===== src/rtl/clk_div_pkg.sv =====
// Shared constants and helpers for the multi-channel programmable clock divider.
// Holds the default counter width, the smallest runnable divisor and the high-phase length rule.
package clk_div_pkg;

    localparam int CNT_W_DEF = 8;
    localparam int DIV_MIN   = 2;

    // Odd divisors spend the extra cycle in the high phase.
    function automatic logic [31:0] half_hi(input logic [31:0] div);
        return (div + 32'd1) >> 1;
    endfunction

endpackage


===== src/rtl/clk_div_chan.sv =====
// One divider channel: counter, active/shadow divisor and registered clk_out/tick.
// Latency: outputs registered, first tick one cycle after the channel starts running.
// Backpressure: none; free-running, divisor writes are shadowed until a period boundary.
module clk_div_chan
    import clk_div_pkg::*;
#(
    parameter int               CNT_W   = CNT_W_DEF,
    parameter logic [CNT_W-1:0] DEF_DIV = CNT_W'(2)
) (
    input  logic             clk,
    input  logic             rst,
    input  logic             en,
    input  logic             wr,
    input  logic [CNT_W-1:0] wr_div,
    output logic             clk_out,
    output logic             tick,
    output logic             pending
);

    logic [CNT_W-1:0] cnt;
    logic [CNT_W-1:0] act_div;
    logic [CNT_W-1:0] shadow;
    logic [CNT_W:0]   hi;
    logic             run;
    logic             last;
    logic             boundary;

    always_comb begin
        hi       = (CNT_W+1)'(half_hi(32'(act_div)));
        run      = en && (act_div >= CNT_W'(DIV_MIN));
        last     = (cnt == act_div - CNT_W'(1));
        // A stopped channel is always at a boundary, so writes to it land immediately.
        boundary = !run || last;
    end

    always_ff @(posedge clk) begin
        if (rst) begin
            cnt     <= '0;
            act_div <= DEF_DIV;
            shadow  <= '0;
            pending <= 1'b0;
            clk_out <= 1'b0;
            tick    <= 1'b0;
        end else begin
            if (run) begin
                cnt     <= last ? '0 : cnt + CNT_W'(1);
                clk_out <= ({1'b0, cnt} < hi);
                tick    <= (cnt == '0);
            end else begin
                cnt     <= '0;
                clk_out <= 1'b0;
                tick    <= 1'b0;
            end

            if (wr) begin
                if (boundary) begin
                    act_div <= wr_div;
                    pending <= 1'b0;
                end else begin
                    shadow  <= wr_div;
                    pending <= 1'b1;
                end
            end else if (boundary && pending) begin
                act_div <= shadow;
                pending <= 1'b0;
            end
        end
    end

endmodule


===== src/rtl/clk_div_multi.sv =====
// Multi-channel programmable integer clock divider; decodes divisor writes to per-channel strobes.
// Latency: registered outputs, one cycle from enable to first tick/clk_out rise.
// Backpressure: none; one config write per cycle, out-of-range channel writes are dropped.
module clk_div_multi
    import clk_div_pkg::*;
#(
    parameter int                     NCH     = 3,
    parameter int                     CNT_W   = CNT_W_DEF,
    parameter logic [NCH*CNT_W-1:0]   DEF_DIV = {8'd10, 8'd4, 8'd2},
    parameter int                     CH_W    = (NCH > 1) ? $clog2(NCH) : 1
) (
    input  logic             clk,
    input  logic             rst,
    input  logic [NCH-1:0]   en,
    input  logic             cfg_wr,
    input  logic [CH_W-1:0]  cfg_ch,
    input  logic [CNT_W-1:0] cfg_div,
    output logic [NCH-1:0]   clk_out,
    output logic [NCH-1:0]   tick,
    output logic [NCH-1:0]   pending
);

    logic [NCH-1:0] wr;

    for (genvar i = 0; i < NCH; i++) begin : g_ch
        // Channel indices at or above NCH never match, so such writes vanish here.
        assign wr[i] = cfg_wr && (cfg_ch == CH_W'(i));

        clk_div_chan #(
            .CNT_W   (CNT_W),
            .DEF_DIV (DEF_DIV[i*CNT_W +: CNT_W])
        ) u_chan (
            .clk     (clk),
            .rst     (rst),
            .en      (en[i]),
            .wr      (wr[i]),
            .wr_div  (cfg_div),
            .clk_out (clk_out[i]),
            .tick    (tick[i]),
            .pending (pending[i])
        );
    end

endmodule


===== config.mk =====
export PLATFORM = sky130hd
export DESIGN_NAME = clk_div_multi
export DESIGN_NICKNAME = d
export VERILOG_FILES = /design/src/rtl/clk_div_pkg.sv /design/src/rtl/clk_div_chan.sv /design/src/rtl/clk_div_multi.sv
export SDC_FILE = /design/constraint.sdc
export NUM_CORES = 1
export LEC_CHECK = 0
export CORE_MARGIN = 4
export CORE_UTILIZATION = 60
export CTS_BUF_LIST = sky130_fd_sc_hd__clkbuf_4 sky130_fd_sc_hd__clkbuf_8
export DETAILED_ROUTE_END_ITERATION = 8
export GPL_TIMING_DRIVEN = 0
export PLACE_DENSITY_LB_ADDON = 0.05
export SETUP_SLACK_MARGIN = 0.02
export SYNTH_ARGS = -nofsm -noshare
export SYNTH_HDL_FRONTEND = slang
export SYNTH_SLANG_ARGS = --single-unit

===== constraint.sdc =====
create_clock -name clk -period 3.7 [get_ports clk]
set_input_delay 0.37 -clock clk [delete_from_list [all_inputs] [get_ports clk]]
set_output_delay 0.37 -clock clk [all_outputs]
set_load 0.1 [all_outputs]

-- After elaboration in Yosys (flattened, before gate mapping)
Index checks and enable logic that the tools add are counted.
- input bits: 16
- bits in registers: 81
- output and inout port bits: 9
- word-level logic and storage cells: 99
- reductions and logical operators: 34
- bitwise gates (word level): 6
- magnitude comparators: 6
- add/subtract/negate cells: 9
- mux-type cells: 18
- eq/ne operators: 8
- operator list (cell ; count):
    8-bit 2-to-1 mux ; 9
    8-bit by 1-bit adder with 9-bit output, second input constant ; 3
    8-bit by 9-bit less-than comparator with 1-bit output ; 3
    8-bit by 1-bit adder with 8-bit output, second input constant ; 3
    8-bit equality test ; 3
    8-bit by 2-bit greater-or-equal comparator with 1-bit output, second input constant ; 3
    8-bit zero test ; 3
    8-bit by 1-bit subtractor with 8-bit output, second input constant ; 3
    2-bit AND reduction ; 6
    1-bit logical AND ; 9
    1-bit 2-to-1 mux ; 9
    3-bit OR reduction ; 3
    2-bit inequality test, second input constant ; 3
    1-bit NOT ; 6
    2-bit nonzero test ; 3
    2-bit OR reduction ; 3
    1-bit zero test ; 3
    1-bit logical OR ; 3
    2-bit by 1-bit equality test with 1-bit output, second input constant ; 1
    2-bit equality test, second input constant ; 1
    2-bit zero test ; 1

-- Depth between registers and ports, before layout
Gate-level depths: netlist (run 1).
- depth in word-level cells: 7
- mapped depth: 13
- mapped depth without buffers: 9

-- By module
A second synthesis (run 1) with hierarchy kept.
- cells, all modules: 591
- area, all modules: 5386.4 sq um
- modules (own cells, without submodules) (module ; cells an instance ; sequential area each (sq um) ; area each (sq um) ; instances):
    clk_div_chan at g_ch[2].u_chan ; 202 ; 540.5 ; 1830.5 ; 1
    clk_div_chan at g_ch[0].u_chan ; 202 ; 540.5 ; 1815.5 ; 1
    clk_div_chan at g_ch[1].u_chan ; 184 ; 540.5 ; 1710.4 ; 1
    clk_div_multi ; 3 ; 0.0 ; 30.0 ; 1

-- Worst setup path before layout (run 1)
OpenSTA, ideal clock, no wires.
- kind: flip-flop to flip-flop
- from: register g_ch[1].u_chan.act_div[0]
- to: register g_ch[1].u_chan.act_div[0]
- clock period less this slack: 2514 ps
- cell stages (with the launch flop): 10
- arrival time: 2397 ps
- setup time: 117 ps
- path buffers: 2
- path slack: 1186 ps
- required time: 3583 ps
- cells stage by stage: dfxtp_1 clkbuf_1 inv_1 ha_1 xnor2_1 a2111oi_0 a311o_1 buf_2 o31ai_1 a22o_1
- word-level cells in the longest chain between the ends: 7
- RTL lines (what ; line ; RTL):
    start, declared ; clk_div_chan.sv:21 ; logic [CNT_W-1:0] act_div;
    start signal, assigned ; clk_div_chan.sv:57 ; act_div <= wr_div;
    start signal, assigned ; clk_div_chan.sv:64 ; act_div <= shadow;
    parallel branches: the longest is 3 deep, another holds 8-bit by 1-bit subtractor with 8-bit output ; -- ;
    1-bit logical OR * ; clk_div_chan.sv:33 ; boundary = !run || last;
    1-bit logical AND ; clk_div_chan.sv:63 ; end else if (boundary && pending) begin
    2-bit nonzero test (no source line) ; -- ;
    2-bit AND reduction (no source line) * ; -- ;
Every way passes the cells marked *.
A chain may end at the register's enable or synchronous reset.

-- Worst setup path in the final report (run 1)
- from: register g_ch[1].u_chan.act_div[0]
- to: register g_ch[1].u_chan.act_div[1]
The elaborated chain is that of the path after synthesis.

==> run summary, run 1 <==
leading cell type in the layout, fill and taps excluded - dfxtp_1
net count reported at finish - 679
hold_buf cts - 0
setup bufs post-CTS - 0
root buf cell - clkbuf_8
post-synth net total - 644
antenna violations before repair - 0
WHS - 0.476 ns
area share of the largest cell type after synthesis - 0.320
Synth Cell Area - 5060 um2
Reg2Reg Depth - 10
Final period util - 0.871
DR iter-0 viols - 162
vias in the first global route - 3932
share of cells above drive strength 1 - 0.0902
I/O pin count - 25
leading area contributor after synthesis - dfxtp_1
commonest non-fill, non-tap cells in the layout - dfxtp_1, nor2_1, nand3_1
DP Area - 5430 um2
non-filler instance count after layout - 737
flop-to-flop setup slack - 0.48 ns
fin util - 0.691
post-DP HPWL - 8.11 mm
die width - 99.9 um
Clock Sink Count - 81
cell row count - 33
worst clock skew - 0.0141 ns
leading cell types by total area after synthesis - dfxtp_1, ha_1, xor2_1
Setup TNS Final - 0 ns
CP Data Arrival Time - 3.48 ns
outcome - completed
post-DR vias/cell - 5.74
H-tree lvl count - 3
clk buf depth - 2
# port buffers - 24
Cells after DPL - 721
CTS Buf Count - 9
synthesized instance count - 592
final WL - 11.2 mm
CP endpoint - g_ch[1].u_chan.act_div[1]$_SDFFE_PP0P_
Worst R2R Start - g_ch[1].u_chan.act_div[0]$_SDFFE_PP0P_
Synth cell types - 62
die area - 9970 um2
# Max-Cap Violations - 0
CORE AREA - 8220 um2
n_diodes - 0
clk_lat worst skew - 0.36 ns
via count - 4230
Relative slew margins - 0.354
pwr dens - 364 nW/um2
CP Launch Point - g_ch[1].u_chan.act_div[0]$_SDFFE_PP0P_
Area Growth Syn to Fin - 12.2%
starting density of the core - 0.616
register bit total from synthesis - 81
min-delay worst type - reg2reg
RSZ-0062 raised after global routing - false
Highest Clock Rate - 0.310 GHz
Crit Path Max Fanout - 9
Post-synth EDFFs - 0
Syn Area/Cell - 8.55 um2
Final Setup Violations - 0
WL/cell - 15.2 um
peak supply drop - 0.262 mV
post_cts resized - 0
endpoint type of the worst setup path - flip-flop
async set-reset flop share out of synthesis - 0
DIE HEIGHT - 99.9 um
WHS Path Cells - 2
CTS tree - done
post-layout minimum cycle time - 3.22 ns
remaining antenna violation count after routing - 0
Final Cell Area - 5680 um2
Final Hold Vio Count - 0
Routability Congestion - 0.863
crit path kind - reg2reg
drt pass-1 iters - 4
remaining routing DRC violations - 0
first-pass GRT wire length - 18.8 mm
Post-synth top flop - dfxtp_1
fin. max-slew vios - 0
total track usage - 0.233
end of the worst register-to-register path - g_ch[1].u_chan.act_div[1]$_SDFFE_PP0P_
Ys Warns - 0
clock-pin slew on the worst setup and hold paths - 0.10 ns
sequential share of the synthesized area - 0.320
largest net degree at the start of global routing - 16
Pleak - 0.00237 uW
slew of the pin with the lowest slew margin - 0.966 ns
global route overflow - 0
CP Launch Type - flip-flop
Critical Path RT - 3.96 ns
==> through the flow <==
step / total power, uW / setup slack (ns)
after global placement: 1270 / 0.670
after floorplan: 1180 / 1.19
final: 2070 / 0.477
after CTS: 2080 / 0.487
after global routing: 2150 / 0.207
after detailed placement: 1270 / 0.536
==> power by group <==
group	internal (uW)	leakage [uW]	switching (uW)
clock network	457	0.000126	357
logic	135	0.00159	200
registers	898	0.000657	22.8
==> synthesized netlist by cell type (6+ instances only) <==
library cell	instances
dfxtp_1	81
nor2_1	76
nand3_1	45
xor2_1	37
ha_1	36
nand2_1	31
clkbuf_1	28
mux2i_1	28
xnor2_1	27
inv_1	20
nor3_1	16
a21oi_1	15
a211oi_1	11
o31ai_1	11
a21o_1	10
and3_1	10
buf_4	10
mux2_2	8
a22o_1	7
nand4_1	7
buf_2	6
o21ai_0	6
==> worst max-delay path, stage by stage, from the launching register on <==
cell and delay, ns:
dfxtp_1 0.33, clkbuf_1 0.20, inv_1 0.15, ha_1 0.15, clkbuf_1 0.31, nand2_1 0.11
a2111oi_0 0.85, a311o_1 0.27, buf_2 0.23, o31ai_1 0.24, a22o_1 0.29
==> state kept, by name, summed over array words and instances, names as in the netlist <==
register	flops
g_ch.u_chan.tick	3
g_ch.u_chan.act_div	24
g_ch.u_chan.cnt	24
g_ch.u_chan.pending	3
g_ch.u_chan.shadow	24
g_ch.u_chan.clk_out	3
==> how the worst min path moves through the flow <==
stage | start | slack, ns | endpoint
6_report | g_ch[1].u_chan.shadow[5]$_SDFFE_PP0P_ | 0.48 | g_ch[1].u_chan.shadow[5]$_SDFFE_PP0P_
5_1_grt | g_ch[1].u_chan.shadow[2]$_SDFFE_PP0P_ | 0.50 | g_ch[1].u_chan.shadow[2]$_SDFFE_PP0P_
4_1_cts | g_ch[1].u_chan.shadow[5]$_SDFFE_PP0P_ | 0.47 | g_ch[1].u_chan.shadow[5]$_SDFFE_PP0P_
3_5_place_dp | g_ch[1].u_chan.shadow[5]$_SDFFE_PP0P_ | 0.46 | g_ch[1].u_chan.shadow[5]$_SDFFE_PP0P_
3_3_place_gp | g_ch[1].u_chan.shadow[1]$_SDFFE_PP0P_ | 0.45 | g_ch[1].u_chan.shadow[1]$_SDFFE_PP0P_
2_1_floorplan | g_ch[1].u_chan.shadow[2]$_SDFFE_PP0P_ | 0.44 | g_ch[1].u_chan.shadow[2]$_SDFFE_PP0P_
==> layer usage <==
metal  vias to the layer above  part of all wire  global-route usage
met5                         -                 0                   0
met4                         0            0.0095              0.0714
met3                         8             0.057              0.0431
met2                       112              0.46               0.369
met1                      1981              0.48               0.324
li1                       2129                 -                   -
==> kinds of logic (layout without fill, tap and decap cells) <==
logic type,after synthesis,after routing,share of synthesized area
buffers and inverters,68,108,0.0623
adders and majority gates,36,36,0.0890
AOI/OAI and AO/OA,87,87,0.129
xor gates and xnor gates,65,65,0.116
muxes,36,36,0.0732
DFF,81,81,0.320
and+or+nand+nor,219,219,0.211
==> area by class of cell <==
type | instances | area (um2)
Buffer | 48 | 240
Clock buffer | 9 | 124
Clock inverter | 7 | 124
Fill cell | 670 | 2530
Inverter | 20 | 75.1
Multi-Input combinational cell | 443 | 3130
Sequential cell | 81 | 1620
Tap cell | 105 | 131
Timing Repair Buffer | 24 | 240
(Power assumes the default switching activity.)
==> run 2: changes to the inputs <==
--- a/config.mk
+++ b/config.mk
@@ -10,6 +10,7 @@
 export CTS_BUF_LIST = sky130_fd_sc_hd__clkbuf_4 sky130_fd_sc_hd__clkbuf_8
 export DETAILED_ROUTE_END_ITERATION = 8
 export GPL_TIMING_DRIVEN = 0
+export MAX_ROUTING_LAYER = met4
 export PLACE_DENSITY_LB_ADDON = 0.05
 export SETUP_SLACK_MARGIN = 0.02
 export SYNTH_ARGS = -nofsm -noshare
==> run 2 against run 1 <==
Clock power about the same. Setup slack gained 0.013 ns. Register-to-register slack barely moved. Final cell count unchanged. Hold slack better by 0.0032 ns. Non-clock buffer count stayed put. Flip-flop and latch count unchanged. Global-route usage is 0.78 points higher. Critical path type unchanged. Highest routed layer unchanged.
==> run summary, run 2 (same netlist as run 1, synthesis figures left out) <==
remaining routing DRC violations - 0
root buf cell - clkbuf_8
commonest non-fill, non-tap cells in the layout - dfxtp_1, nor2_1, nand3_1
CTS tree - done
die area - 9970 um2
clk_lat worst skew - 0.36 ns
H-tree lvl count - 3
slew of the pin with the lowest slew margin - 0.966 ns
DIE HEIGHT - 99.9 um
Routability Congestion - 0.877
Final period util - 0.868
Clk pwr share - 0.393
Pleak - 0.00237 uW
via count - 4251
peak supply drop - 0.262 mV
Cells after DPL - 721
fin. max-slew vios - 0
cell row count - 33
vias in the first global route - 3928
antenna violations before repair - 0
crit path kind - reg2reg
outcome - completed
Final Cell Area - 5680 um2
CTS Buf Count - 9
DR iter-0 viols - 165
pwr dens - 364 nW/um2
net count reported at finish - 679
RSZ-0062 raised after global routing - false
clk buf depth - 2
CP delay by family, top - compound AO/OA/AOI/OAI gates
P_sw - 579 uW
Worst Setup Slack, final - 0.490 ns
Buf+Inv Stages, Crit Path - 4
non-filler instance count after layout - 737
slowest CP cell - a2111oi_0
Hold Startpoint - g_ch[1].u_chan.shadow[5]$_SDFFE_PP0P_
starting density of the core - 0.616
dpl ws - 0.536 ns
n_diodes - 0
flop-to-flop setup slack - 0.49 ns
Crit Path Max Fanout - 9
WL/cell - 15.2 um
CORE AREA - 8220 um2
min-delay worst type - reg2reg
sw frac - 0.280
most frequent CP cell - clkbuf_1
Clock Sink Count - 81
CP Data Arrival Time - 3.47 ns
P_int - 1490 uW
DP Area - 5430 um2
Reg2Reg Depth - 10
post-layout minimum cycle time - 3.21 ns
endpoint type of the worst setup path - flip-flop
first-pass GRT wire length - 18.9 mm
post-DP HPWL - 8.11 mm
setup bufs post-CTS - 0
global route overflow - 0
end of the worst register-to-register path - g_ch[1].u_chan.act_div[1]$_SDFFE_PP0P_
critical path, cell by cell - clkbuf_1 > inv_1 > ha_1 > clkbuf_1 > nand2_1 > a2111oi_0 > a311o_1 > buf_2 > o31ai_1 > a22o_1
Min-Delay Endpoint - g_ch[1].u_chan.shadow[5]$_SDFFE_PP0P_
post-DR vias/cell - 5.77
Critical Path RT - 3.96 ns
Largest stage delay, worst path - 0.84 ns
drt pass-1 iters - 5
Final Hold Vio Count - 0
Final Setup Violations - 0
Setup TNS Final - 0 ns
post_cts resized - 0
Tot Pwr - 2070 uW
largest net degree at the start of global routing - 16
final WL - 11.2 mm
Regs by FF count - g_ch.u_chan.act_div x24, g_ch.u_chan.cnt x24, g_ch.u_chan.shadow x24
worst clock skew - 0.0151 ns
sequential power share - 0.445
# Max-Cap Violations - 0
total track usage - 0.241
CP Launch Type - flip-flop
I/O pin count - 25
Area Growth Syn to Fin - 12.2%
remaining antenna violation count after routing - 0
Relative slew margins - 0.354
# port buffers - 24
WHS Path Cells - 2
combinational share of power - 0.162
clock-pin slew on the worst setup and hold paths - 0.10 ns
share of cells above drive strength 1 - 0.0902
leading cell type in the layout, fill and taps excluded - dfxtp_1
Worst R2R Start - g_ch[1].u_chan.act_div[0]$_SDFFE_PP0P_
Highest Clock Rate - 0.312 GHz
die width - 99.9 um
hold_buf cts - 0
[run 2: cell counts in the layout (fill, tap and decap cells not counted)]
No cell type changed its count.
[run 2: through the flow]
stage,hold WS (ns),util
global placement,0.455,0.661
detailed placement,0.460,0.661
floorplan,0.443,-
CTS,0.473,0.691
finish,0.479,0.691
global route,0.505,0.691
[run 2: worst max path at each step]
stage                                                 startpoint                                      to  slack (ns)  depth (start not counted)
after global routing      g_ch[1].u_chan.act_div[0]$_SDFFE_PP0P_  g_ch[1].u_chan.act_div[3]$_SDFFE_PP0P_        0.21                          9
after global placement    g_ch[1].u_chan.act_div[0]$_SDFFE_PP0P_  g_ch[1].u_chan.act_div[0]$_SDFFE_PP0P_        0.67                          9
after CTS                 g_ch[1].u_chan.act_div[0]$_SDFFE_PP0P_  g_ch[1].u_chan.act_div[1]$_SDFFE_PP0P_        0.49                          9
after floorplan           g_ch[1].u_chan.act_div[0]$_SDFFE_PP0P_  g_ch[1].u_chan.act_div[0]$_SDFFE_PP0P_        1.19                          9
after detailed placement  g_ch[1].u_chan.act_div[0]$_SDFFE_PP0P_  g_ch[1].u_chan.act_div[1]$_SDFFE_PP0P_        0.54                          9
final                     g_ch[1].u_chan.act_div[0]$_SDFFE_PP0P_  g_ch[1].u_chan.act_div[1]$_SDFFE_PP0P_        0.49                         10
[run 2: power groups by stage]
| stage | Combinational, uW | Sequential (uW) | Clock (uW) |
|---|---|---|---|
| floorplan | 250 | 935 | 0 |
| global placement | 324 | 941 | 0 |
| detailed placement | 332 | 942 | 0 |
| CTS | 334 | 921 | 824 |
| global route | 366 | 925 | 864 |
| finish | 335 | 921 | 813 |
[run 2: layout make-up]
| class | count | area, um2 |
|---|---|---|
| Clock inverter | 7 | 124 |
| Fill cell | 670 | 2530 |
| Sequential cell | 81 | 1620 |
| Inverter | 20 | 75.1 |
| Buffer | 48 | 240 |
| Clock buffer | 9 | 124 |
| Timing Repair Buffer | 24 | 240 |
| Tap cell | 105 | 131 |
| Multi-Input combinational cell | 443 | 3130 |
[run 2: worst min-delay path: cells and delay by family (launching register included)]
family         cells  cell delay (ns)
AO/OA/AOI/OAI      2             0.12
flip-flops         1             0.32
[run 2: layer usage]
metal  track usage  up-vias  wire, um
met4        0.0651        0       114
met2         0.369      109      5120
li1              -     2132         -
met3        0.0486       10       663
met1         0.325     2000      5290
met5             -        -         0
==> run 3: changes to the inputs <==
--- a/config.mk
+++ b/config.mk
@@ -12,7 +12,6 @@
 export GPL_TIMING_DRIVEN = 0
 export MAX_ROUTING_LAYER = met4
 export PLACE_DENSITY_LB_ADDON = 0.05
-export SETUP_SLACK_MARGIN = 0.02
 export SYNTH_ARGS = -nofsm -noshare
 export SYNTH_HDL_FRONTEND = slang
 export SYNTH_SLANG_ARGS = --single-unit
==> results of run 3 <==
Same layout as run 2: the final DEF is identical, and so are final timing and power.
